<file path="src/rtl/rom_stream_if.sv">
// rom_stream_if: ROM read port plus valid/ready sample stream for rom_stream_ctrl.
//   master : controller side  (drives rom_en/rom_addr and the m_* stream)
//   slave  : ROM + consumer   (drives rom_q and m_ready)
interface rom_stream_if #(
   parameter int ADDR_W = 10,
   parameter int DATA_W = 8
);
   logic              rom_en;
   logic [ADDR_W-1:0] rom_addr;
   logic [DATA_W-1:0] rom_q;
   logic [DATA_W-1:0] m_data;
   logic              m_valid;
   logic              m_ready;
   logic              m_last;

   modport master (
      output rom_en, rom_addr, m_data, m_valid, m_last,
      input  rom_q, m_ready
   );

   modport slave (
      input  rom_en, rom_addr, m_data, m_valid, m_last,
      output rom_q, m_ready
   );
endinterface

</file>
<file path="src/rtl/rom_stream_ctrl.sv">
// rom_stream_ctrl: frame sequencer for the sample ROM.
// On start, reads frame_len_m1+1 consecutive words beginning at base_addr
// (wrapping mod 2**ADDR_W) and streams them out with m_last on the final beat.
// ROM latency is hidden by a small output FIFO; reads are only issued while
// in-flight reads plus buffered words leave room, so backpressure never drops
// a word.
// Ports:
//   clk, rst_n          clock, async active-low reset
//   start               frame request, accepted only when idle
//   base_addr           first ROM address (latched on start)
//   frame_len_m1        beats per frame minus one (latched on start)
//   loop                continuous mode request (only with ROM_LOOP_EN)
//   busy                frame in progress
//   done                one-cycle pulse after the last beat transfers
//   bus (master)        rom_en/rom_addr/rom_q and m_data/m_valid/m_ready/m_last
// Build option: define ROM_LOOP_EN to enable continuous (looped) frames;
// without it the loop input is ignored.
//
// state | meaning
// IDLE  | waiting for start, busy=0
// RUN   | issuing ROM reads for the frame
// DRAIN | all reads issued, emptying pipeline and FIFO
module rom_stream_ctrl #(
   parameter int ADDR_W     = 10,
   parameter int DATA_W     = 8,
   parameter int RD_LAT     = 1,
   parameter int FIFO_DEPTH = RD_LAT + 2
) (
   input  logic              clk,
   input  logic              rst_n,
   input  logic              start,
   input  logic [ADDR_W-1:0] base_addr,
   input  logic [ADDR_W-1:0] frame_len_m1,
   input  logic              loop,
   output logic              busy,
   output logic              done,
   rom_stream_if.master      bus
);

   localparam int PTR_W = (FIFO_DEPTH > 1) ? $clog2(FIFO_DEPTH) : 1;
   localparam int CNT_W = $clog2(FIFO_DEPTH + 1) + 1;

   typedef enum logic [1:0] {IDLE, RUN, DRAIN} state_t;
   state_t state, state_nxt;

   logic [ADDR_W-1:0] base_q, len_q, addr_last_q, addr_issue;
   logic [ADDR_W:0]   issue_idx, beat_idx;
   logic [RD_LAT-1:0] rd_pipe;
   logic [DATA_W-1:0] fifo_mem [FIFO_DEPTH];
   logic [PTR_W-1:0]  wr_ptr, rd_ptr;
   logic [CNT_W-1:0]  fifo_count, inflight, used;
   logic              done_q, loop_en, issue, last_issue, capture;
   logic              head_valid, xfer, last_xfer, start_ok;

`ifdef ROM_LOOP_EN
   assign loop_en = loop;
`else
   assign loop_en = loop & 1'b0;
`endif

   function automatic logic [PTR_W-1:0] ptr_inc(input logic [PTR_W-1:0] p);
      return (p == PTR_W'(FIFO_DEPTH - 1)) ? '0 : p + 1'b1;
   endfunction

   // Reads issued but not yet captured into the FIFO.
   always_comb begin
      inflight = '0;
      for (int i = 0; i < RD_LAT; i++) inflight = inflight + CNT_W'(rd_pipe[i]);
   end

   assign used       = inflight + fifo_count;
   assign issue      = (state == RUN) && (used < CNT_W'(FIFO_DEPTH));
   assign last_issue = issue && (issue_idx == {1'b0, len_q});
   assign addr_issue = base_q + issue_idx[ADDR_W-1:0];
   assign capture    = rd_pipe[RD_LAT-1];
   assign head_valid = (fifo_count != '0);
   assign xfer       = head_valid && bus.m_ready;
   assign start_ok   = start && (state == IDLE);
   // In DRAIN nothing more is issued, so the word leaving an otherwise empty
   // pipeline is the frame's final beat (looped frames may still be buffered
   // ahead of it, so m_last alone is not enough).
   assign last_xfer  = (state == DRAIN) && xfer && (inflight == '0) && (fifo_count == CNT_W'(1));

   always_comb begin
      state_nxt = state;
      unique case (state)
         IDLE:    if (start) state_nxt = RUN;
         RUN:     if (last_issue && !loop_en) state_nxt = DRAIN;
         DRAIN:   if (last_xfer) state_nxt = IDLE;
         default: state_nxt = IDLE;
      endcase
   end

   assign bus.rom_en   = issue;
   assign bus.rom_addr = issue ? addr_issue : addr_last_q;
   assign bus.m_data   = fifo_mem[rd_ptr];
   assign bus.m_valid  = head_valid;
   assign bus.m_last   = head_valid && (beat_idx == {1'b0, len_q});
   assign busy         = (state != IDLE);
   assign done         = done_q;

   always_ff @(posedge clk or negedge rst_n) begin
      if (!rst_n) begin
         state       <= IDLE;
         base_q      <= '0;
         len_q       <= '0;
         addr_last_q <= '0;
         issue_idx   <= '0;
         beat_idx    <= '0;
         rd_pipe     <= '0;
         wr_ptr      <= '0;
         rd_ptr      <= '0;
         fifo_count  <= '0;
         done_q      <= 1'b0;
         for (int i = 0; i < FIFO_DEPTH; i++) fifo_mem[i] <= '0;
      end else begin
         state  <= state_nxt;
         done_q <= last_xfer;
         if (start_ok) begin
            base_q    <= base_addr;
            len_q     <= frame_len_m1;
            issue_idx <= '0;
            beat_idx  <= '0;
         end
         if (issue) begin
            addr_last_q <= addr_issue;
            issue_idx   <= last_issue ? '0 : issue_idx + 1'b1;
         end
         rd_pipe[0] <= issue;
         for (int i = 1; i < RD_LAT; i++) rd_pipe[i] <= rd_pipe[i-1];
         if (capture) begin
            fifo_mem[wr_ptr] <= bus.rom_q;
            wr_ptr           <= ptr_inc(wr_ptr);
         end
         if (xfer) begin
            rd_ptr   <= ptr_inc(rd_ptr);
            beat_idx <= (beat_idx == {1'b0, len_q}) ? '0 : beat_idx + 1'b1;
         end
         unique case ({capture, xfer})
            2'b10:   fifo_count <= fifo_count + 1'b1;
            2'b01:   fifo_count <= fifo_count - 1'b1;
            default: fifo_count <= fifo_count;
         endcase
      end
   end

endmodule

</file>
<file path="src/flat_wrapper.sv">
// flat-port wrapper written by rule: the top's interface ports become plain ports
module rom_stream_ctrl_flat 
#(
   parameter int ADDR_W     = 10,
   parameter int DATA_W     = 8,
   parameter int RD_LAT     = 1,
   parameter int FIFO_DEPTH = RD_LAT + 2
)
  (clk, rst_n, start, base_addr, frame_len_m1, loop, busy, done, bus_rom_en, bus_rom_addr, bus_m_data, bus_m_valid, bus_m_last, bus_rom_q, bus_m_ready);
  rom_stream_if #(.ADDR_W(ADDR_W), .DATA_W(DATA_W)) bus_i ();
  input  logic clk;
  input  logic rst_n;
  input  logic start;
  input  logic [ADDR_W-1:0] base_addr;
  input  logic [ADDR_W-1:0] frame_len_m1;
  input  logic loop;
  output logic busy;
  output logic done;
  output wire logic [$bits(bus_i.rom_en)-1:0] bus_rom_en;
  output wire logic [$bits(bus_i.rom_addr)-1:0] bus_rom_addr;
  output wire logic [$bits(bus_i.m_data)-1:0] bus_m_data;
  output wire logic [$bits(bus_i.m_valid)-1:0] bus_m_valid;
  output wire logic [$bits(bus_i.m_last)-1:0] bus_m_last;
  input wire logic [$bits(bus_i.rom_q)-1:0] bus_rom_q;
  input wire logic [$bits(bus_i.m_ready)-1:0] bus_m_ready;
  assign bus_rom_en = bus_i.rom_en;
  assign bus_rom_addr = bus_i.rom_addr;
  assign bus_m_data = bus_i.m_data;
  assign bus_m_valid = bus_i.m_valid;
  assign bus_m_last = bus_i.m_last;
  assign bus_i.rom_q = bus_rom_q;
  assign bus_i.m_ready = bus_m_ready;
  rom_stream_ctrl #(.ADDR_W(ADDR_W), .DATA_W(DATA_W), .RD_LAT(RD_LAT), .FIFO_DEPTH(FIFO_DEPTH)) u_core (.clk(clk), .rst_n(rst_n), .start(start), .base_addr(base_addr), .frame_len_m1(frame_len_m1), .loop(loop), .busy(busy), .done(done), .bus(bus_i));
endmodule
</file>
<file path="config.mk">
export PLATFORM = sky130hd
export DESIGN_NAME = rom_stream_ctrl_flat
export DESIGN_NICKNAME = d
export VERILOG_FILES = /design/src/rtl/rom_stream_if.sv /design/src/rtl/rom_stream_ctrl.sv /design/src/flat_wrapper.sv
export SDC_FILE = /design/constraint.sdc
export NUM_CORES = 1
export LEC_CHECK = 0
export CORE_AREA = 4 4 108 89
export CTS_CLUSTER_SIZE = 12
export DETAILED_ROUTE_END_ITERATION = 6
export DIE_AREA = 0 0 112 93
export DONT_BUFFER_PORTS = 1
export MAX_ROUTING_LAYER = met4
export PLACE_DENSITY = 0.71
export SETUP_SLACK_MARGIN = 0.2
export SYNTH_ARGS = -nofsm -noshare
export SYNTH_HDL_FRONTEND = slang
export SYNTH_SLANG_ARGS = --single-unit
</file>
<file path="constraint.sdc">
create_clock -name clk -period 2.2 [get_ports clk]
set_clock_uncertainty 0.05 [all_clocks]
set_input_delay 0.22 -clock clk [delete_from_list [all_inputs] [get_ports clk]]
set_output_delay 0.22 -clock clk [all_outputs]
set_load 0.01 [all_outputs]
</file>
; Yosys cells after proc, flatten, opt, wreduce, memory -nomap -nowiden
; Cells that the tools add are included.
[word_totals]
regBits = 87
out_inout_bits = 23
inputBits = 33
elab_cells = 76
[classes]
reduce_logical = 17
n_lt_le_gt_ge = 4
mux = 19
n_eq_ne = 12
bitwise = 2
addsub = 8
[ops]
columns = cell, n
row1 = 11-bit 2-to-1 mux, 5
row2 = 24-bit bitwise mux, 1
row3 = 8-bit 2-to-1 mux, 3
row4 = "11-bit by 1-bit adder with 11-bit output, second input constant", 2
row5 = 11-bit by 10-bit == test with 1-bit output, 2
row6 = 8-bit binary-select mux with 2-bit select, 1
row7 = 8-bit demux with 2-bit select, 1
row8 = 10-bit adder, 1
row9 = 10-bit 2-to-1 mux, 1
row10 = 2-bit 2-to-1 mux, 5
row11 = 1-bit logical AND, 9
row12 = "2-bit == test, second input constant", 4
row13 = 2-bit nonzero test, 4
row14 = "3-bit greater-or-equal comparator, second input constant", 2
row15 = 2-bit inverter with 3-bit output, 2
row16 = 2-bit case mux with 3 select lines, 1
row17 = 3-bit case mux with 2 select lines, 1
row18 = "2-bit by 1-bit adder with 2-bit output, second input constant", 2
row19 = "2-bit by 1-bit == test with 1-bit output, second input constant", 2
row20 = "2-bit by 1-bit inequality test with 1-bit output, second input constant", 2
row21 = 1-bit by 3-bit adder with 3-bit output, 1
row22 = "3-bit by 1-bit adder with 3-bit output, second input constant", 1
row23 = "3-bit by 1-bit == test with 1-bit output, second input constant", 1
row24 = 3-bit logical NOT, 1
row25 = 7 further kinds, 7

; Longest topological paths before layout
; Gate-level depths: netlist (run 1).
[logic_depth]
depth_word = 7
mapped_depth = 9
depth_no_buf = 9

; Worst setup path after synthesis (run 1)
; Ideal clock, no wire load.
[synth_timing]
kind = register to output
startpoint = register u_core.issue_idx[0]
endpoint = output bus_rom_addr[8]
t_arrival_ns = 2.165
stages_incl_launch_ff = 8
setup_slack_ns = -0.235
n_path_buf = 0
required_time_ns = 1.930
path_cell_list = dfrtp_1 -> ha_1 -> fa_1 -> a21o_1 -> a21o_1 -> a2111oi_0 -> or4_1 -> nand3_1
[synth_between]
elab_chain_len = 2
[synth_lines]
columns = item, line_no
row1 = start: declaration, rom_stream_ctrl.sv:47  ; logic [ADDR_W:0] issue_idx, beat_idx;
row2 = start signal: assignment, rom_stream_ctrl.sv:127  ; issue_idx <= last_issue ? '0 : issue_idx + 1'b1;
row3 = 10-bit adder, rom_stream_ctrl.sv:74  ; assign addr_issue = base_q + issue_idx[ADDR_W-1:0];
row4 = 10-bit 2-to-1 mux, rom_stream_ctrl.sv:95  ; assign bus.rom_addr = issue ? addr_issue : addr_last_q;
row5 = end: declaration, flat_wrapper.sv:20  ; output wire logic [$bits(bus_i.rom_addr)-1:0] bus_rom_addr;
; Every way passes these cells.

; Final worst setup path (run 1)
; Ends and elaborated chain as after synthesis.

==> results.txt, run 1 <==
* Global-route usage over all layers: around 22%
- The via count of the first global-routing pass is about 3700.
- The first global-routing pass estimated approximately 18000 microns of wire.
- Min-delay worst type: in -> async
- The cell sitting at the root of the clock tree is a sky130_fd_sc_hd__clkbuf_8.
* Hold-fix buffer count after cts: 29
- Initial antenna violation count: 0
* Cell count after synthesis: 426
* Clock-pin slew reported for the worst setup and hold paths after clock tree synthesis: 100 ps
- Clock tree synthesis found a total of slightly below 90 sinks.
- Nets: around 550
* Mean area per synthesized cell: ~11 sq um
* Signal arrival time at the worst endpoint: about 2400 ps
- Sequential-to-total area share from yosys stat: 48.3%
- DP Wirelength: slightly below 7000 microns
- Synthesis instantiated 46 different standard cells from the library.
- Summing every instance area after synthesis gives ~4500 sq um.
- Crit path launch type: flop
* Clk_lat worst skew: roughly 370 ps
* Final setup fails: 11
* Critical path capture point type: output pin
* CTS Buf Count: 9
- Number of I/O port buffers: 0
- Total vias in the final route: ~3500
* Total detailed-routing wirelength: between 10000 and 15000 microns
* Largest cells by area after synthesis: sky130_fd_sc_hd__dfrtp_1, sky130_fd_sc_hd__mux2_2, sky130_fd_sc_hd__ha_1
- The repair_antennas step left the layout with diodes totalling 0.
* Internal portion of total power: approximately 5400 uW
- In this run, synthesis produced a sequential element count of between 80 and 90.
- Cells fill a little over two thirds of the core in the end.
- The number of max-slew violations in the final report was 0.
- Core footprint: between 8000 and 9000 sq um
- Top fanout value on the critical path: 2
- By startpoint and endpoint, the worst setup path is classified as reg -> out.
* Switching portion of total power: a little over two fifths
- Ports placed on the boundary: 56
* Die Footprint: 10400 sq um
- The initialized floorplan defines 30 standard-cell rows.
- Count of synthesis-stage warnings from yosys: 0
- Global routing finished with a remaining overflow of 0.
- Setup repair after global routing missed its margin: true
* Routability congestion estimate from global placement: ~0.83
- In this run the tightest slew margin relative to its limit is 67.2%.
- Most instantiated cells after synthesis: sky130_fd_sc_hd__dfrtp_1, sky130_fd_sc_hd__nand2_1, sky130_fd_sc_hd__mux2_2, sky130_fd_sc_hd__o21ai_0, sky130_fd_sc_hd__xor2_1
* Growth of design area from synthesis to finish: 29.9%
* Critical path data required time: 1930 ps
* Final setup slack of the worst path: -472 ps
- For this block, the initial DRC count from the detailed router was 143.
- Routed Antenna Nets: 0
- Timing would allow up to around 370 MHz.
- Number of max-cap violations: 0
* Buffer depth of the longest clock path: 2
- EDFF count, synth: 0
* Least-Margin Pin Slew: 490 ps
- The share of total power dissipated in sequential elements is between 30% and 40%.
- The clock network burns 12.2% of the power.
* Static Leak: approximately 0.0026 uW
- Hold timing on the final database bottoms out at a slack of -516 ps.
- The checks that failed: hold timing, setup timing.
- Peak supply drop: about 0.0011 V
- Share of final-layout standard cells stronger than drive strength 1: between 30% and 40%
- For this run, design rule violations remaining after detail routing come to 0.
- The initial utilization of the core area, before any placement, comes to 53.4%.
* Number of endpoints with negative hold slack in the final report: 87
- Maximum number of pins on one net before global-route repair: between 80 and 90
- Most numerous cell in the Yosys netlist: sky130_fd_sc_hd__dfrtp_1
* Clock H-tree levels: 3
- In the routed layout, each cell is associated on average with a via count of 5.77.
* TritonCTS clock tree: built
* Die height: about 93 microns
- Combinational cell fraction of total power: between 50 and 60%
- Final period demand of the worst path: 2670 ps
* Fraction of the cycle the final worst path needs: 121%
- Die width: roughly 110 microns
* Power per standard cell area: 1620 nW/um^2
- Once placement finished, the instance area stood at between 4000 and 5000 sq um.
* Status: finished with violations
* Net Count, Synth: ~480
* Flip-flop cell with the highest count after synthesis: sky130_fd_sc_hd__dfrtp_1
* First drt pass iteration count: 4
* Per-cell routed wire length: 18.1 microns
- Post-synth top area share: between 40% and 50%
* Switching power total: ~4000 uW
* Yosys top cell by area: sky130_fd_sc_hd__dfrtp_1
- Of all flip-flops after synthesis, the portion carrying an async set or reset was 100%.
- Cell area after layout: roughly 5900 sq um
-- cell usage in the layout (no fill, tap or decap), types with 4 or more instances in the layout --
master / synthesis / final
sky130_fd_sc_hd__ha_1: 18 / 13
sky130_fd_sc_hd__nand2b_1: 6 / 6
sky130_fd_sc_hd__o21ai_1: 0 / 7
sky130_fd_sc_hd__a21o_1: 7 / 7
sky130_fd_sc_hd__nand2_1: 49 / 40
sky130_fd_sc_hd__nor2_1: 19 / 15
sky130_fd_sc_hd__buf_4: 1 / 29
sky130_fd_sc_hd__mux2i_1: 10 / 10
sky130_fd_sc_hd__nand3_1: 15 / 10
sky130_fd_sc_hd__a31oi_1: 8 / 7
sky130_fd_sc_hd__buf_6: 0 / 8
sky130_fd_sc_hd__mux2_2: 44 / 44
sky130_fd_sc_hd__inv_1: 14 / 12
sky130_fd_sc_hd__xor2_1: 24 / 24
sky130_fd_sc_hd__o211ai_1: 4 / 4
sky130_fd_sc_hd__dfrtp_1: 87 / 85
sky130_fd_sc_hd__o21ai_0: 33 / 20
sky130_fd_sc_hd__nand2_2: 0 / 6
sky130_fd_sc_hd__dlygate4sd3_1: 0 / 29
sky130_fd_sc_hd__nor3_1: 12 / 11
sky130_fd_sc_hd__and3_1: 4 / 4
sky130_fd_sc_hd__xnor2_1: 7 / 6
sky130_fd_sc_hd__nor3b_1: 4 / 4
sky130_fd_sc_hd__a21oi_1: 13 / 11
sky130_fd_sc_hd__ha_4: 0 / 4
sky130_fd_sc_hd__clkbuf_8: 0 / 9
-- final timing paths --
kind | slack [ps] | end | startpoint | depth (start not counted)
worst max-delay path | -470 | bus_rom_addr[8] | u_core.issue_idx[0] | 7
worst min-delay path | -520 | u_core.beat_idx[9] | rst_n | 0
worst max register to register | -10 | u_core.addr_last_q[8] | u_core.issue_idx[0] | 7
worst min register to register | 460 | u_core.addr_last_q[0] | u_core.addr_last_q[0] | 2
max in group asynchronous | 2460 | u_core.issue_idx[3] | rst_n | 0
min in group clk | 110 | u_core.rd_ptr[1] | bus_m_ready | 4
-- what timing repair did --
action / CTS / global route
hold endpoints to repair: 132 / 87
cloned: 1 / 2
endpoints found under the setup margin: 38 / 44
resized for setup: 42 / 49
pin swaps: 12 / 23
setup buffers: 5 / 11
-- power groups by stage --
stage               clock network [uW]  registers (uW)  logic, uW
floorplan                            0            2720       3010
global placement                     0            2850       3750
detailed placement                   0            2880       3890
CTS                               1180            2860       4560
global route                      1240            2980       5960
finish                            1160            2890       5460
-- layout make-up --
type	instances	area, sq um
Multi-Input combinational cell	312	2590
Timing Repair Buffer	71	688
Clock buffer	9	124
Clock inverter	7	78.8
Fill cell	624	2590
Sequential cell	87	2180
Tap cell	112	140
Inverter	15	58.8
-- metrics by stage --
step	setup TNS, ps	total power [uW]	worst slack [ps]	cells
finish	-2480	9510	-472	613
global route	-3560	10200	-534	613
CTS	-2370	8600	-417	600
detailed placement	-241	6770	-86.6	549
global placement	-0.424	6600	-0.424	549
floorplan	-15.6	5730	-15.6	426
-- layer usage --
metal	share of wire (%)	routed length, microns	global-route usage (%)	up-vias
met5	0	0	-	-
met4	1.8	196	6.01	0
met3	5.3	585	4.79	21
met2	52	5740	37.9	108
met1	41	4590	26.5	1760
li1	-	-	-	1647
-- critical path: stages (launching register included) --
cell	delay (ps)
sky130_fd_sc_hd__dfrtp_1	420
sky130_fd_sc_hd__ha_4	180
sky130_fd_sc_hd__fa_2	350
sky130_fd_sc_hd__a21o_1	170
sky130_fd_sc_hd__a21o_1	210
sky130_fd_sc_hd__a2111oi_4	440
sky130_fd_sc_hd__or4_4	200
sky130_fd_sc_hd__nand3_4	70
-- state kept, by name, summed over array words and instances (netlist names) --
name and count:
u_core.fifo_count 3, u_core.wr_ptr 2, u_core.capture 1, u_core.base_q 10, u_core.rd_ptr 2, u_core.beat_idx 11, u_core.addr_last_q 10, u_core.fifo_mem 24
u_core.state 2, u_core.issue_idx 11, u_core.done 1, u_core.len_q 10
-- cells by family after synthesis --
group / share of synthesized area, %
AOI/OAI and AO/OA: 11.0
DFF: 48.3
and+or+nand+nor: 13.4
xor gates and xnor gates: 6.02
adders and majority gates: 5.44
muxes: 13.2
buffers and inverters: 2.58
Power figures use the tool's default switching activity.
==> inputs of run 2 (changes only) <==
CAP_MARGIN = 10   (was unset)
==> results of run 2 <==
The final DEF is identical to that of run 1; final timing and power are the same.
==> inputs of run 3 (changes only) <==
CORE_AREA = 2 2 95 97   (was 4 4 108 89)
DIE_AREA = 0 0 97 99   (was 0 0 112 93)
SLEW_MARGIN = 20   (was unset)
==> run 3 against run 2 <==
  * The flow still finishes with violations (hold timing, setup timing)
  * Largest cell class unchanged
  * Power is 5.4% lower
  * Via count is 3.8% lower
  * Clock power is 9% higher
==> results.txt, run 3 (same netlist as run 1, synthesis figures left out) <==
- After detailed routing, the number of vias per cell comes to ~5.7.
- The number of antenna diodes in the final layout is 0.
- Clock-pin slew was measured on the worst setup and hold paths at approximately 90 ps.
- Once layout is done, the placed cells without fillers occupy about 5700 sq um.
* Gr ovfl total: 0
* Clk_lat worst skew: between 300 and 400 ps
- The worst register-to-register path begins at u_core.base_q[0].
* # clock sinks: 87
* Highest-utilization routing layer at the global route stage: met2
* Core footprint: roughly 8600 sq um
* Detailed-route DRC error count: 0
- The critical path in this run is classified as reg -> out.
- For this design the top-level I/O count stands at 56.
- Once placement completed, the tool counted placed cells totaling around 550.
* Maximum number of pins on one net before global-route repair: roughly 90
- CTS Buf Count: 9
* Via count of the first global-routing pass: 3556
* Number of non-filler instances in the completed layout: slightly below 600
- Max-cap violations in this run came to 0.
* Violated checks: hold timing, setup timing
* Crit path launch type: flop
- Summed over all failing endpoints, the final setup total negative slack is -2430 ps.
- The detail route stage leaves a number of antenna-violating nets equal to 0.
- STA classifies the critical path endpoint as an output pin.
* Cell at the root of the clock tree: sky130_fd_sc_hd__clkbuf_8
* Critical path data required time: 1930 ps
* Growth of design area from synthesis to finish: 25.6%
- Largest registers: u_core.fifo_mem x24, u_core.beat_idx x11, u_core.issue_idx x11
- Initial antenna violation count: 0
* Worst slack on hold paths: -506 ps
* Die width: 97 microns
* Initial core utilization: 52.7%
- From bottom edge to top edge, the die measures around 100 microns.
- The top cell types in the final layout, fill and taps aside, are sky130_fd_sc_hd__dfrtp_1, sky130_fd_sc_hd__nand2_1, sky130_fd_sc_hd__mux2_2.
- Derived from the worst setup path, the maximum achievable clock frequency is about 380 MHz.
- Min-delay worst type: in -> async
- Die Footprint: just under 10000 sq um
* Routability congestion estimate from global placement: 0.932
- Detailed routing inserted a total of 3400 vias.
* Power per standard cell area: 1590 nW/um^2
- Most common cell after layout, fill and taps aside: sky130_fd_sc_hd__dfrtp_1
- Of all nets on the critical path, the largest fanout is 2.
- Number of I/O port buffers: 0
- Dividing the detail-routed wire length by the instance count gives ~17 microns.
- For this run, global-route usage on met2 was measured as ~39%.
- For this design, the CTS-stage hold fixing added 29 buffers.
- Share of final-layout standard cells stronger than drive strength 1: 28.2%
- Reg-to-reg critical path endpoint: u_core.addr_last_q[8]
- The longest clock path from root to sink contains 2 buffers.
- The clock tree synthesis step divided the H-tree into 3 levels.
- Final setup slack of the worst path: -411 ps
- The first global-routing pass estimated roughly 17000 microns of wire.
* DP Wirelength: approximately 6700 microns
- DP Area: between 4000 and 5000 sq um
- Final period demand of the worst path: 2610 ps
* Static Leak: around 0.0025 uW
- TritonCTS clock tree: built
- Global routing consumed, over all layers together, between 20% and 30% of the routing resources.
- The number of max-slew violations in the final report is 0.
* Fraction of the cycle the final worst path needs: 119%
- The number of hold violations in the final report came to 87.
* DRC marker count from the first detailed-route iteration: between 100 and 150
* Worst setup slack for register-to-register paths: approximately 20 ps
* Setup repair after global routing missed its margin: true
- Total detailed-routing wirelength: 10200 microns
* Register bank with the most flops: u_core.fifo_mem
* Signal arrival time at the worst endpoint: 2340 ps
- Measured in cells, the most critical reg-to-reg path has a length of 7.
- GR met1 Demand/Resource: a little over a quarter
- Final setup fails: 10
- The register with the most flip-flops in the layout has 24 of them.
- Least-Margin Pin Slew: about 570 ps
* Peak supply drop: around 0.00092 V
* Nets: ~540
* Status: finished with violations
* Relative slew margins: 62.1%
* Global Route met3 Usage: about 4.5%
* Number of placement rows: 34
- First drt pass iteration count: 4
- CP startpoint: u_core.base_q[0]
==> run 3: timing repair <==
| item | in CTS | in global routing |
|---|---|---|
| cloned | 1 | 1 |
| pin swaps | 9 | 9 |
| hold endpoints to repair | 132 | 87 |
| endpoints found under the setup margin | 29 | 42 |
| buffers inserted | 3 | 2 |
| gates resized for setup | 28 | 32 |
==> run 3: power by group <==
| group | internal, uW | total (uW) | switching (uW) |
|---|---|---|---|
| sequential | 2300 | 2880 | 581 |
| clock | 702 | 1260 | 558 |
| combinational | 2340 | 4860 | 2520 |
| total | 5340 | 8990 | 3660 |
==> run 3: area by class of cell <==
type | instances | area, sq um
Clock buffer | 13 | 159
Clock inverter | 3 | 65.1
Fill cell | 628 | 2890
Inverter | 15 | 58.8
Multi-Input combinational cell | 312 | 2500
Sequential cell | 87 | 2180
Tap cell | 108 | 135
Timing Repair Buffer | 59 | 568
==> run 3: worst max-delay path: stages, from the launching register on <==
cell	delay (ps)
sky130_fd_sc_hd__dfrtp_1	420
sky130_fd_sc_hd__ha_4	180
sky130_fd_sc_hd__fa_2	360
sky130_fd_sc_hd__a21o_1	170
sky130_fd_sc_hd__a21o_1	240
sky130_fd_sc_hd__a2111oi_4	330
sky130_fd_sc_hd__or4_1	170
sky130_fd_sc_hd__nand3_2	110
==> run 3: how the worst max path moves through the flow <==
stage,end,slack [ps]
after floorplan,bus_rom_addr[8],-20
after global placement,u_core.issue_idx[7],-10
after detailed placement,u_core.issue_idx[8],-50
after CTS,bus_rom_addr[8],-400
after global routing,bus_rom_addr[8],-520
final,bus_rom_addr[8],-410
==> run 3: through the flow <==
stage	power (uW)	utilization [%]	setup WS [ps]
after global routing	9660	66.2	-524
final	8990	66.2	-411
after global placement	6600	56.4	-12.8
after detailed placement	6770	56.4	-50.0
after floorplan	5730	-	-15.6
after CTS	8670	64.6	-396
==> run 3: metal layers <==
metal	vias to the layer above	share of wire, %
li1	1635	-
met1	1675	43
met2	76	52
met3	14	3.6
met4	0	1.4
met5	-	0
